--- config.mk ---
export PLATFORM = sky130hd
export DESIGN_NAME = hash_des_arbiter_flat
export DESIGN_NICKNAME = d
export VERILOG_FILES = /design/src/rtl/hash_arb_pkg.sv /design/src/rtl/hash_des_arbiter_if.sv /design/src/rtl/hash_des_arbiter_rr_arbiter.sv /design/src/rtl/hash_des_arbiter.sv /design/src/flat_wrapper.sv
export SDC_FILE = /design/constraint.sdc
export NUM_CORES = 1
export LEC_CHECK = 0
export ABC_CLOCK_PERIOD_IN_PS = 2970
export CAP_MARGIN = 20
export CELL_PAD_IN_SITES_DETAIL_PLACEMENT = 1
export CELL_PAD_IN_SITES_GLOBAL_PLACEMENT = 1
export CORE_ASPECT_RATIO = 1.1
export CORE_MARGIN = 4
export CORE_UTILIZATION = 32
export DETAILED_ROUTE_END_ITERATION = 10
export HOLD_SLACK_MARGIN = 0.08
export PLACE_DENSITY_LB_ADDON = 0.25
export SLEW_MARGIN = 20
export SYNTH_ARGS = -nofsm -noshare
export SYNTH_HDL_FRONTEND = slang
export SYNTH_HIERARCHICAL = 1
export SYNTH_SLANG_ARGS = --single-unit
--- constraint.sdc ---
create_clock -name clk -period 2.97 [get_ports clk]
set_input_delay 0.594 -clock clk [delete_from_list [all_inputs] [get_ports clk]]
set_output_delay 0.594 -clock clk [all_outputs]
set_load 0.03 [all_outputs]
--- src/rtl/hash_arb_pkg.sv ---
// Shared constants and FSM state type for the hash core arbiter.
package hash_arb_pkg;

    localparam int LEN_W    = 64;
    localparam int DIGEST_W = 32;
    localparam int BYTE_W   = 8;

    typedef enum logic [2:0] {
        IDLE,
        LOAD,
        STREAM,
        EMPTY,
        WAIT,
        FIN
    } state_e;

endpackage

--- src/rtl/hash_des_arbiter_if.sv ---
// Client-side bundle between the requesters and the arbiter.
interface hash_des_arbiter_if #(
    parameter int NUM_REQ = 4
);
    import hash_arb_pkg::*;

    logic [NUM_REQ-1:0]        req;
    logic [NUM_REQ*LEN_W-1:0]  req_len;
    logic [NUM_REQ*BYTE_W-1:0] req_byte;
    logic [NUM_REQ-1:0]        req_byte_vld;
    logic [NUM_REQ-1:0]        req_byte_rdy;
    logic [NUM_REQ-1:0]        grant;
    logic [NUM_REQ-1:0]        done;
    logic [NUM_REQ-1:0]        err;
    logic [DIGEST_W-1:0]       digest;

    modport master (
        output req, req_len, req_byte, req_byte_vld,
        input  req_byte_rdy, grant, done, err, digest
    );

    modport slave (
        input  req, req_len, req_byte, req_byte_vld,
        output req_byte_rdy, grant, done, err, digest
    );

endinterface

--- src/rtl/hash_des_arbiter_rr_arbiter.sv ---
// Round-robin picker: first set request at or after ptr, wrapping.
module rr_arbiter #(
    parameter int NUM_REQ = 4
) (
    input  logic [NUM_REQ-1:0]         req,
    input  logic [$clog2(NUM_REQ)-1:0] ptr,
    output logic [NUM_REQ-1:0]         gnt,
    output logic [$clog2(NUM_REQ)-1:0] idx,
    output logic                       valid
);
    localparam int IDX_W = $clog2(NUM_REQ);

    always_comb begin
        valid = 1'b0;
        idx   = '0;
        // scan highest offset first so the nearest request wins
        for (int k = NUM_REQ - 1; k >= 0; k--) begin
            if (req[(int'(ptr) + k) % NUM_REQ]) begin
                valid = 1'b1;
                idx   = IDX_W'((int'(ptr) + k) % NUM_REQ);
            end
        end
        gnt = valid ? (NUM_REQ'(1) << idx) : '0;
    end

endmodule

--- src/rtl/hash_des_arbiter.sv ---
// Shares one hash core between NUM_REQ clients: round-robin grant, byte
// streaming into the core, digest return with a done/err strobe.
module hash_des_arbiter
    import hash_arb_pkg::*;
#(
    parameter int NUM_REQ = 4,
    parameter int TIMEOUT = 1024
) (
    input  logic                clk,
    input  logic                rst,
    hash_des_arbiter_if.slave   cli,
    output logic                core_rst_n,
    output logic                core_M_valid,
    output logic [LEN_W-1:0]    core_C_in,
    output logic [BYTE_W-1:0]   core_M,
    input  logic                core_hash_rdy,
    input  logic [DIGEST_W-1:0] core_digest
);
    localparam int IDX_W  = $clog2(NUM_REQ);
    localparam int WCNT_W = $clog2(TIMEOUT + 1);

    state_e              state_q,  state_d;
    logic [IDX_W-1:0]    owner_q,  owner_d;
    logic [IDX_W-1:0]    ptr_q,    ptr_d;
    logic [NUM_REQ-1:0]  grant_q,  grant_d;
    logic [NUM_REQ-1:0]  rdy_q,    rdy_d;
    logic [NUM_REQ-1:0]  done_q,   done_d;
    logic [NUM_REQ-1:0]  err_q,    err_d;
    logic [DIGEST_W-1:0] digest_q, digest_d;
    logic                mvalid_q, mvalid_d;
    logic [LEN_W-1:0]    c_in_q,   c_in_d;
    logic [BYTE_W-1:0]   m_q,      m_d;
    logic [LEN_W-1:0]    cnt_q,    cnt_d;
    logic [WCNT_W-1:0]   wcnt_q,   wcnt_d;

    logic [NUM_REQ-1:0]  arb_gnt;
    logic [IDX_W-1:0]    arb_idx;
    logic                arb_valid;
    logic [LEN_W-1:0]    cur_len;
    logic [BYTE_W-1:0]   cur_byte;
    logic                cur_vld;
    logic [IDX_W-1:0]    nxt_ptr;

    rr_arbiter #(.NUM_REQ(NUM_REQ)) u_rr (
        .req   (cli.req),
        .ptr   (ptr_q),
        .gnt   (arb_gnt),
        .idx   (arb_idx),
        .valid (arb_valid)
    );

    assign cur_len  = cli.req_len[int'(owner_q)*LEN_W +: LEN_W];
    assign cur_byte = cli.req_byte[int'(owner_q)*BYTE_W +: BYTE_W];
    assign cur_vld  = cli.req_byte_vld[owner_q] & rdy_q[owner_q];
    assign nxt_ptr  = (owner_q == IDX_W'(NUM_REQ - 1)) ? '0 : owner_q + 1'b1;

    always_comb begin
        state_d  = state_q;
        owner_d  = owner_q;
        ptr_d    = ptr_q;
        grant_d  = grant_q;
        rdy_d    = rdy_q;
        done_d   = '0;
        err_d    = '0;
        digest_d = digest_q;
        mvalid_d = 1'b0;
        c_in_d   = c_in_q;
        m_d      = m_q;
        cnt_d    = cnt_q;
        wcnt_d   = wcnt_q;
        case (state_q)
            IDLE: begin
                if (arb_valid) begin
                    owner_d = arb_idx;
                    grant_d = arb_gnt;
                    state_d = LOAD;
                end
            end
            LOAD: begin
                c_in_d = cur_len;
                cnt_d  = cur_len;
                if (cur_len == '0) begin
                    state_d = EMPTY;
                end else begin
                    rdy_d   = grant_q;
                    state_d = STREAM;
                end
            end
            EMPTY: begin
                mvalid_d = 1'b1;
                m_d      = '0;
                wcnt_d   = WCNT_W'(TIMEOUT);
                state_d  = WAIT;
            end
            STREAM: begin
                if (cur_vld && cnt_q != '0) begin
                    m_d      = cur_byte;
                    mvalid_d = 1'b1;
                    cnt_d    = cnt_q - 1'b1;
                    if (cnt_q == LEN_W'(1)) begin
                        rdy_d   = '0;
                        wcnt_d  = WCNT_W'(TIMEOUT);
                        state_d = WAIT;
                    end
                end
            end
            WAIT: begin
                // wcnt still at its load value marks the first WAIT cycle,
                // where hash_rdy may be left over from the previous job
                if (core_hash_rdy && wcnt_q != WCNT_W'(TIMEOUT)) begin
                    digest_d = core_digest;
                    done_d   = grant_q;
                    ptr_d    = nxt_ptr;
                    state_d  = FIN;
                end else if (wcnt_q == '0) begin
                    err_d    = grant_q;
                    grant_d  = '0;
                    ptr_d    = nxt_ptr;
                    state_d  = IDLE;
                end else begin
                    wcnt_d   = wcnt_q - 1'b1;
                end
            end
            FIN: begin
                grant_d = '0;
                state_d = IDLE;
            end
            default: state_d = IDLE;
        endcase
    end

    always_ff @(posedge clk) begin
        if (rst) begin
            state_q  <= IDLE;
            owner_q  <= '0;
            ptr_q    <= '0;
            grant_q  <= '0;
            rdy_q    <= '0;
            done_q   <= '0;
            err_q    <= '0;
            digest_q <= '0;
            mvalid_q <= 1'b0;
            c_in_q   <= '0;
            m_q      <= '0;
            cnt_q    <= '0;
            wcnt_q   <= '0;
        end else begin
            state_q  <= state_d;
            owner_q  <= owner_d;
            ptr_q    <= ptr_d;
            grant_q  <= grant_d;
            rdy_q    <= rdy_d;
            done_q   <= done_d;
            err_q    <= err_d;
            digest_q <= digest_d;
            mvalid_q <= mvalid_d;
            c_in_q   <= c_in_d;
            m_q      <= m_d;
            cnt_q    <= cnt_d;
            wcnt_q   <= wcnt_d;
        end
    end

    assign cli.grant        = grant_q;
    assign cli.req_byte_rdy = rdy_q;
    assign cli.done         = done_q;
    assign cli.err          = err_q;
    assign cli.digest       = digest_q;
    assign core_M_valid     = mvalid_q;
    assign core_C_in        = c_in_q;
    assign core_M           = m_q;
    assign core_rst_n       = ~rst;

endmodule

--- src/flat_wrapper.sv ---
// flat-port wrapper written by rule: the top's interface ports become plain ports
module hash_des_arbiter_flat import hash_arb_pkg::*;
#(
    parameter int NUM_REQ = 4,
    parameter int TIMEOUT = 1024
)
  (clk, rst, core_rst_n, core_M_valid, core_C_in, core_M, core_hash_rdy, core_digest, cli_req, cli_req_len, cli_req_byte, cli_req_byte_vld, cli_req_byte_rdy, cli_grant, cli_done, cli_err, cli_digest);
  hash_des_arbiter_if #(.NUM_REQ(NUM_REQ)) cli_i ();
  input  logic clk;
  input  logic rst;
  output logic core_rst_n;
  output logic core_M_valid;
  output logic [LEN_W-1:0] core_C_in;
  output logic [BYTE_W-1:0] core_M;
  input  logic core_hash_rdy;
  input  logic [DIGEST_W-1:0] core_digest;
  input wire logic [$bits(cli_i.req)-1:0] cli_req;
  input wire logic [$bits(cli_i.req_len)-1:0] cli_req_len;
  input wire logic [$bits(cli_i.req_byte)-1:0] cli_req_byte;
  input wire logic [$bits(cli_i.req_byte_vld)-1:0] cli_req_byte_vld;
  output wire logic [$bits(cli_i.req_byte_rdy)-1:0] cli_req_byte_rdy;
  output wire logic [$bits(cli_i.grant)-1:0] cli_grant;
  output wire logic [$bits(cli_i.done)-1:0] cli_done;
  output wire logic [$bits(cli_i.err)-1:0] cli_err;
  output wire logic [$bits(cli_i.digest)-1:0] cli_digest;
  assign cli_i.req = cli_req;
  assign cli_i.req_len = cli_req_len;
  assign cli_i.req_byte = cli_req_byte;
  assign cli_i.req_byte_vld = cli_req_byte_vld;
  assign cli_req_byte_rdy = cli_i.req_byte_rdy;
  assign cli_grant = cli_i.grant;
  assign cli_done = cli_i.done;
  assign cli_err = cli_i.err;
  assign cli_digest = cli_i.digest;
  hash_des_arbiter #(.NUM_REQ(NUM_REQ), .TIMEOUT(TIMEOUT)) u_core (.clk(clk), .rst(rst), .cli(cli_i), .core_rst_n(core_rst_n), .core_M_valid(core_M_valid), .core_C_in(core_C_in), .core_M(core_M), .core_hash_rdy(core_hash_rdy), .core_digest(core_digest));
endmodule
### Word level (Yosys, flattened, before mapping)

Cells that the tools add are included.

* mux-type cells: 52
* reductions and logical operators: 25
* add/subtract/negate cells: 6
* bitwise logic cells: 8
* $lt $le $gt $ge: 5
* equal/unequal tests: 16
* shift operators: 3

Operators with widths (number)
* $shiftx A256 B9 Y64: 1
* $pmux W64 S2: 1
* $eq A64 B1 Y1 const B: 1
* $logic_not A64 Y1: 1
* $mux W64: 1
* $reduce_bool A64 Y1: 1
* $sub A64 B1 Y64 const B: 1
* $mux W11: 4
* $pmux W11 S3: 1
* $shiftx A32 B6 Y8: 1
* $mux W4: 6
* $pmux W8 S2: 1
* $mux W1: 15
* $mux W3: 5
* $pmux W3 S5: 1
* $mux W2: 7
* $bmux W1 S2: 6
* $lt A3 B4 Y1 const B: 3
* $pmux W4 S3: 1
* $reduce_and A4 Y1: 3
* $logic_not A11 Y1: 1
* $ne A11 B11 Y1 const B: 1
* $sub A11 B1 Y11 const B: 1
* $reduce_and A2 Y1: 5
* other kinds (25): 46

* flip-flop bits (word level): 203
* input bits: 331
* word-level logic and storage cells: 128
* output and inout bits: 122

### Logic depth before layout (Yosys ltp)

Gate-level depths: netlist of the first run.

* depth after elaboration: 13
* mapped depth: 10
* gate-level depth less buffers: 8

### Modules after synthesis

The synthesis of the first run kept the hierarchy.

By module, submodules not included
* hash_des_arbiter: area an instance 11422.2 µm², times used 1, cells each 1325, sequential area each 4063.9 µm²
* rr_arbiter: area an instance 182.7 µm², times used 1, cells each 29, sequential area each 0.0 µm²

### Worst setup path after synthesis of the first run

No wires, ideal clock.

* path type: reg-to-reg
* start: register u_core.owner_q[0]
* end: register u_core.rdy_q[0] (netlist: u_core/cli.req_byte_rdy[0])
* setup time: 132 ps
* setup slack: 371 ps
* cell stages (with the launch flop): 8
* period minus slack after synthesis: 2599 ps
* arrival time: 2467 ps
* required time: 2838 ps
* path buffers: 1
* path through: dfxtp_1 > buf_1 > mux4_2 > nor4_1 > nand4_1 > nor4_1 > nor2_1 > mux2i_1

* longest elaborated chain between the ends: 6
* elaborated cells on any way between the ends: 11
* classes of those cells: eq/ne (2); shift (1); mux (4); bitwise (1); reduce/logical (3)

Ends and longest elaborated chain
* start: declaration: RTL line hash_des_arbiter.sv:23 `logic [IDX_W-1:0] owner_q, owner_d;`
* start signal: assignment: RTL line hash_des_arbiter.sv:149 `owner_q <= owner_d;`
* parallel branches: the longest is 5 deep, another holds $shiftx A256 B9 Y64
* $reduce_and A4 Y1 (no source line) (*)
* end signal: assignment: RTL line hash_des_arbiter.sv:152 `rdy_q <= rdy_d;`
* end: declaration: RTL line hash_des_arbiter.sv:26 `logic [NUM_REQ-1:0] rdy_q, rdy_d;`

Mark *: on every way between the ends. The select of a mux whose other input is x is not followed.
A chain may end at the register's enable or synchronous reset.

### Worst setup path after layout of the first run

Ends and elaborated chain as after synthesis.

==> metrics list, run 1 <==
- The worst setup path is captured at a register.
* H-tree lvl count: 1
* Most frequent standard cell in the layout excluding fill and tap cells: clkdlybuf4s50_1
- Synthesis inferred 203 register bits.
* Horiz. Die Dim: 189.6 um
- The die covers 0.03938 sq mm.
- Post-synthesis adder-cell area fraction: 0.5391%
- Die extent in y: 207.7 um
* Total core area: 0.03549 sq mm
- The first routing iteration left 840 violations.
* I/O Buffers: 452
- Setup slack on the worst reg-to-reg path comes out at 40 ps.
- The number of pins with negative max-slew slack in the final report is 0.
- Buffer depth of the longest clock path: 3
* Critical Path Start Type: register
- Total nets after synthesis: 1,690
* Fraction of the cycle the final worst path needs: 98.68%
- At the pin with the least slew margin, the transition time is 1007 ps.
- The average instance in the mapped netlist occupies 8.571 sq um.
- For the worst setup path, the data arrival time is 3310 ps.
* Kind of critical path: reg2reg
- Maximum number of pins on one net before global-route repair: 134
- The worst hold path belongs to the class in2reg.
- Layout-stage area growth over the synthesis result: 58.32%
- Counting flops with a built-in enable in the synthesized netlist gives 0.
* Max-slew headroom: 32.67%
- Fraction of the mapped netlist area in compound gates: 22.53%
- Once layout is complete, the utilization of the core stands at 51.76%.
- Largest area contributor in the netlist: dfxtp_1
* XOR/XNOR Fraction of Synth Area: 0%
* TritonCTS clock tree: done
- Global-route usage over all layers: 28.48%
* Insertion delay of the later-clocked pin in the worst-skew pair: 530 ps
- Clock root cell: clkbuf_16
- Clock slew seen by the registers of the worst setup and hold paths: 60 ps
- Summed instance area of the synthesized netlist: 0.01160 sq mm
* Clock sinks: 203
- Overall power consumption after layout is estimated at 17,020 uW.
- Main combinational cell family by area after synthesis: compound AO/OA/AOI/OAI gates
- Share of synthesized flip-flops with an asynchronous set or reset: 0%
- Global-route wire length before repair: 88,210 um
- In the routed design, unresolved DRC markers number 0.
- On the critical path, the stage with the largest delay is an instance of mux4_2.
- Number of vias per cell: 5.807
* Number of antenna violations at the first check in global routing: 3
- Leaving out fill and tap cells, the most frequent cells in the layout are clkdlybuf4s50_1, nand2_1, dfxtp_1, a21oi_1, buf_4.
* Fraction of final layout cells sized beyond drive strength 1: 16.02%
- Final setup violation count: 0
- Count of antenna-violating nets left after detailed routing: 0
- Most used flip-flop cell after synthesis: dfxtp_1
* Basic-gate share of the synthesized area counting and, or, nand and nor cells: 22.05%
* Cells along the critical path: clkbuf_16 > mux4_2 > nor4_1 > buf_4 > nand4_1 > nor4_4 > buf_4 > nor2_2 > mux2i_1
* Max-cap viol count: 0
- Final hold violation count: 0
- Vias in the first global route: 14,090
* Final critical path time including I/O delays and setup: 2931 ps
* Placer's final routability congestion estimate: 0.9328
- For this run, the register share of the synthesized area comes to 35.02%.
* Largest fanout on the critical path: 7
- IO Count: 453
* Fraction of synthesized cell area taken by the top area cell type: 35.02%
- Static leakage power: 0.006493 uW
- For this run, the number of Yosys warnings is 6.
- Based on the critical path, the design can be clocked at up to 341.2 MHz.
- Number of nets in the final layout: 2,186
- Registers take 0.004071 sq mm.
* Gate count of the mapped netlist: 1,354
- Number of iterations in the first detailed-routing pass: 7
* Peak supply drop: 0.5881 mV
- In the final layout, the multi-input gates occupy 0.007133 sq mm.
- Required time reported for the critical path endpoint: 3350 ps
- In this run, CTS created clock tree buffers numbering 24.
- The initialized floorplan defines 72 standard-cell rows.
- Filler cell count in the final layout: 4,118
- Between clock sinks in the finished design, the worst skew comes to 15.95 ps.
- Half-perimeter wire length after detailed placement: 45,330 um
- Hold buffer count at cts: 0
- Total detailed-routing wirelength: 60,460 um
- Total grt overflow: 0
- Initial Utilization: 32.70%
- Status: finished clean
- After detailed routing, the average wire length per cell comes to 25.75 um.
- In this design, the stage delay of the slowest critical-path cell is 560 ps.
- Cell repeated most along the worst path: buf_4
- Main area contributors after synthesis: dfxtp_1, mux4_2, nand2_1, a21oi_1, clkbuf_1
- Distinct cell type count after synthesis: 77
* Areal power density over the cells: 926.4 mW/mm^2
* Portion of netlist area occupied by mux cells: 15.12%
* Via count: 13,640
## cells in the mapped netlist, types with 4 or more instances
library cell,n
dfxtp_1,203
buf_1,7
nand4_1,17
nand2_1,249
or3_1,15
a32o_1,18
nor3_1,39
or2_2,5
a311oi_1,4
buf_6,6
and3_1,13
mux2i_1,11
o21ai_0,40
nor4_1,41
a211oi_1,16
o22ai_1,11
clkbuf_1,88
a22oi_1,8
a2bb2oi_1,4
ha_1,5
nor2_1,87
a31o_2,4
and2_1,11
o31ai_1,38
o32ai_1,5
or4_1,6
a31oi_1,24
nor2b_1,4
buf_2,13
o41ai_1,6
nand3_1,15
mux4_2,73
a21oi_1,164
o311ai_0,24
inv_1,9
nand2b_1,12
## metal layers
layer | part of all wire, % | GRT usage [%]
met4 | 3.0 | 7.560
met2 | 51 | 51.35
met5 | 0.051 | 0
met3 | 7.5 | 5.584
met1 | 39 | 34.56
## path summary, 6_finish.rpt
kind / end / from / depth (start not counted)
setup / recovery: u_core/cli.req_byte_rdy[0] / u_core/owner_q[0] / 9
hold / removal: u_core/ptr_q[0] / rst / 2
setup reg to reg: u_core/cli.req_byte_rdy[0] / u_core/owner_q[0] / 9
hold reg to reg: u_core/core_C_in[19] / u_core/core_C_in[19] / 2
## cell families after synthesis
| logic type | after synthesis |
|---|---|
| multiplexers | 84 |
| buffers and inverters | 128 |
| AO/OA/AOI/OAI | 398 |
| AND/OR/NAND/NOR | 536 |
| adder cells (fa/ha/maj) | 5 |
| flip-flops | 203 |
## power by group
group / internal, uW / switching (uW)
Clock: 1830 / 1210
Sequential: 3400 / 633
Combinational: 3890 / 6050
## final cells by class
| class | instances | share of cell area, % |
|---|---|---|
| Multi-Input combinational cell | 1023 | 38.82 |
| Inverter | 11 | 0.2247 |
| Antenna cell | 1 | 0.01362 |
| Clock inverter | 6 | 0.2996 |
| Clock buffer | 36 | 4.120 |
| Timing Repair Buffer | 587 | 31.08 |
| Tap cell | 481 | 3.276 |
| Sequential cell | 203 | 22.16 |
## state kept, by name (all words and copies together), names as in the netlist, 3 cells and up
signal                   cells
u_core/cli.err               4
u_core/cli.req_byte_rdy      4
u_core/core_C_in            64
u_core/wcnt_q               11
u_core/cnt_q                64
u_core/state_q               3
u_core/cli.grant             4
u_core/core_M                8
u_core/cli.digest           32
u_core/cli.done              4
## stage by stage
stage | hold slack (ps) | setup WS [ps] | std cells | area (sq um) | setup TNS (ps)
floorplan | 435.7 | 370.6 | 1354 | 11600 | 0
global placement | 440.9 | -426.4 | 2293 | 17250 | -2007
detailed placement | 446.2 | -488.1 | 2293 | 17250 | -2866
CTS | 419.5 | 6.998 | 2337 | 18140 | 0
global route | 431.6 | -38.47 | 2348 | 18370 | -49.82
finish | 428.1 | 39.27 | 2348 | 18370 | 0
## timing repair
action,CTS,global route
gates resized for setup,7,19
setup buffers,2,8
endpoints found under the hold margin,0,0
cloned,0,3
endpoints found under the setup margin,5,52
pin swaps,2,5
## critical path: cells and delay by family, from the launching register on
kind                   cells  cell delay, ps
muxes                      2             720
buffers and inverters      3             580
and+or+nand+nor            4            1020
DFF                        1             460
Power figures use the tool's default switching activity.
==> inputs of run 2 (changes only) <==
Settings changed: ABC_AREA from default to 0, ABC_CLOCK_PERIOD_IN_PS 2970 to 2800.
Clock period 2.97 ns to 2.8 ns, I/O delays scaled along.
==> metrics list, run 2 (synthesized netlist as in run 1, its figures left out) <==
- Maximum number of pins on one net before global-route repair: 136
- H-tree lvl count: 1
* Half-perimeter wire length after detailed placement: 46,980 um
* Reg2reg setup slack: 0.2 ps
- Once placement finished, the instance area stood at 0.01763 sq mm.
- Final hold violation count: 0
- Pins Over Slew Limit: 0
* Total core area: 0.03549 sq mm
- Horiz. Die Dim: 189.6 um
* Final standard cell area without fillers: 0.01883 sq mm
- In this run the most critical hold path is launched from rst.
- Total grt overflow: 0
* Initial Utilization: 32.70%
- Tracing the worst setup path back leads to its startpoint at u_core/owner_q[0].
- Peak supply drop: 0.4997 mV
* Fraction of the cycle the final worst path needs: 99.99%
* Areal power density over the cells: 989.9 mW/mm^2
- For this run, design rule violations remaining after detail routing come to 0.
- Clock tree synthesis selected as its root buffer the cell clkbuf_16.
- Global-route usage over all layers: 29.76%
- Global-route wire length before repair: 91,830 um
- The flow ran to the end, and the final reports show no timing, DRC or antenna violations.
* Max-slew headroom: 32.77%
* Num rows: 72
* Number of vias per cell: 5.761
- Sort of element at the end of the critical path: register
- For the pin with the worst max-slew slack, the measured transition is 1006 ps.
- Count of antenna-violating nets left after detailed routing: 0
- Leaving out fill and tap cells, the most frequent cell in the layout is clkdlybuf4s50_1.
- Arrival time worst endpoint: 3210 ps
* Number of nets in the final layout: 2,226
- The analysis attributes to cell leakage a power of 0.006699 uW.
- Clock-pin slew was measured on the worst setup and hold paths at 60 ps.
- The startpoint identified for the worst register-to-register timing path is u_core/owner_q[0].
- Layout-stage area growth over the synthesis result: 62.29%
- The clock arrives with 11.12 ps of skew.
* Required time reported for the critical path endpoint: 3210 ps
- 0 antenna diodes ended up in the layout.
- DIE AREA: 0.03938 sq mm
- Filler cell count in the final layout: 4,111
- Area occupied by registers: 0.004071 sq mm
- Vias in the first global route: 14,470
- End of the critical path: u_core/cli.req_byte_rdy[0]
- Number of antenna violations at the first check in global routing: 0
* Critical Path Start Type: register
- Number of iterations in the first detailed-routing pass: 5
* Logic depth of the worst register-to-register path: 11
* Final core occ: 53.06%
- Routed wire length per instance: 25.99 um
* Via count: 13,770
* Area of combinational cells with multiple inputs: 0.007213 sq mm
- Insertion delay of the later-clocked pin in the worst-skew pair: 530 ps
- TritonCTS created 25 clock buffers.
* Placer's final routability congestion estimate: 0.8966
- After the first detailed-routing iteration, the DRC count stood at 1,002.
* Final setup violation count: 0
- The library cells used most frequently in the layout, excluding fill and tap cells, are clkdlybuf4s50_1, nand2_1, dfxtp_1, a21oi_1, buf_4.
- Post-route non-filler standard cell count: 2,390
- The endpoint identified for the worst register-to-register timing path is u_core/cli.req_byte_rdy[0].
- In this run the tool buffered the top-level ports with 452 buffer cells.
- TritonCTS clock tree: done
- Die extent in y: 207.7 um
- IO Count: 453
* Max-cap viol count: 0
* Largest fanout on the critical path: 6
- Kind of critical path: reg2reg
- Worst setup slack after placement: -592.6 ps
- The worst hold path belongs to the class in2reg.
- Instance count along the most critical hold path: 2
- Total detailed-routing wirelength: 62,120 um
- Achievable Freq: 357.2 MHz
- In the post-route analysis, the smallest setup slack over all paths is 0.2349 ps.
- Number of instances in the placed design: 2,331
- Clock sinks: 203
- Final critical path time including I/O delays and setup: 2800 ps
- RSZ-0062 raised after global routing: yes
- Buffer depth of the longest clock path: 3
* Fraction of final layout cells sized beyond drive strength 1: 18.02%
==> run 2: cell type report <==
| cell class | count | share of cell area, % |
|---|---|---|
| Multi-Input combinational cell | 1023 | 38.30 |
| Sequential cell | 203 | 21.62 |
| Inverter | 11 | 0.2192 |
| Clock buffer | 38 | 4.006 |
| Clock inverter | 8 | 0.4119 |
| Timing Repair Buffer | 626 | 32.25 |
| Tap cell | 481 | 3.196 |
==> run 2: where the power goes <==
group	switching (uW)	internal, uW
clock network	1340	1950
registers	661	3610
logic	6600	4480
==> run 2: stage by stage <==
| stage | power, uW | setup TNS (ps) | hold slack (ps) |
|---|---|---|---|
| floorplan | 10090 | 0 | 435.7 |
| global route | 19670 | -291.0 | 359.4 |
| global placement | 14660 | -5353 | 441.2 |
| detailed placement | 14900 | -6813 | 447.5 |
| CTS | 18480 | 0 | 342.2 |
| finish | 18640 | 0 | 346.6 |
==> run 2: worst min-delay path by stage <==
| stage | to | slack (ps) |
|---|---|---|
| 4_1_cts | u_core/cli.digest[29] | 340 |
| 3_5_place_dp | u_core/core_C_in[27] | 450 |
| 6_report | u_core/cli.digest[31] | 350 |
| 5_1_grt | u_core/cli.digest[14] | 360 |
| 3_3_place_gp | u_core/cli.digest[22] | 440 |
| 2_1_floorplan | u_core/cnt_q[53] | 440 |
==> run 2: timing repair <==
| action | in CTS | in global routing |
|---|---|---|
| setup buffers | 10 | 2 |
| resized for setup | 21 | 20 |
| hold buffers | 0 | 0 |
| setup endpoints to repair | 5 | 63 |
| cloned | 1 | 0 |
| pin swaps | 5 | 6 |
==> run 2: routing by layer <==
layer / part of all wire, % / GRT usage [%]
met5: 0 / 0
met4: 4.0 / 9.481
met3: 7.4 / 6.223
met2: 51 / 54.06
met1: 38 / 34.87
==> run 2: worst max-delay path, stage by stage, from the launching register on <==
cell and delay, ps:
dfxtp_4 410, buf_12 160, buf_8 140, buf_4 110, mux4_2 560, nor4_1 240, buf_4 170, nand4_1 190
nor4_2 270, buf_4 210, nor2_4 50, mux2i_1 150
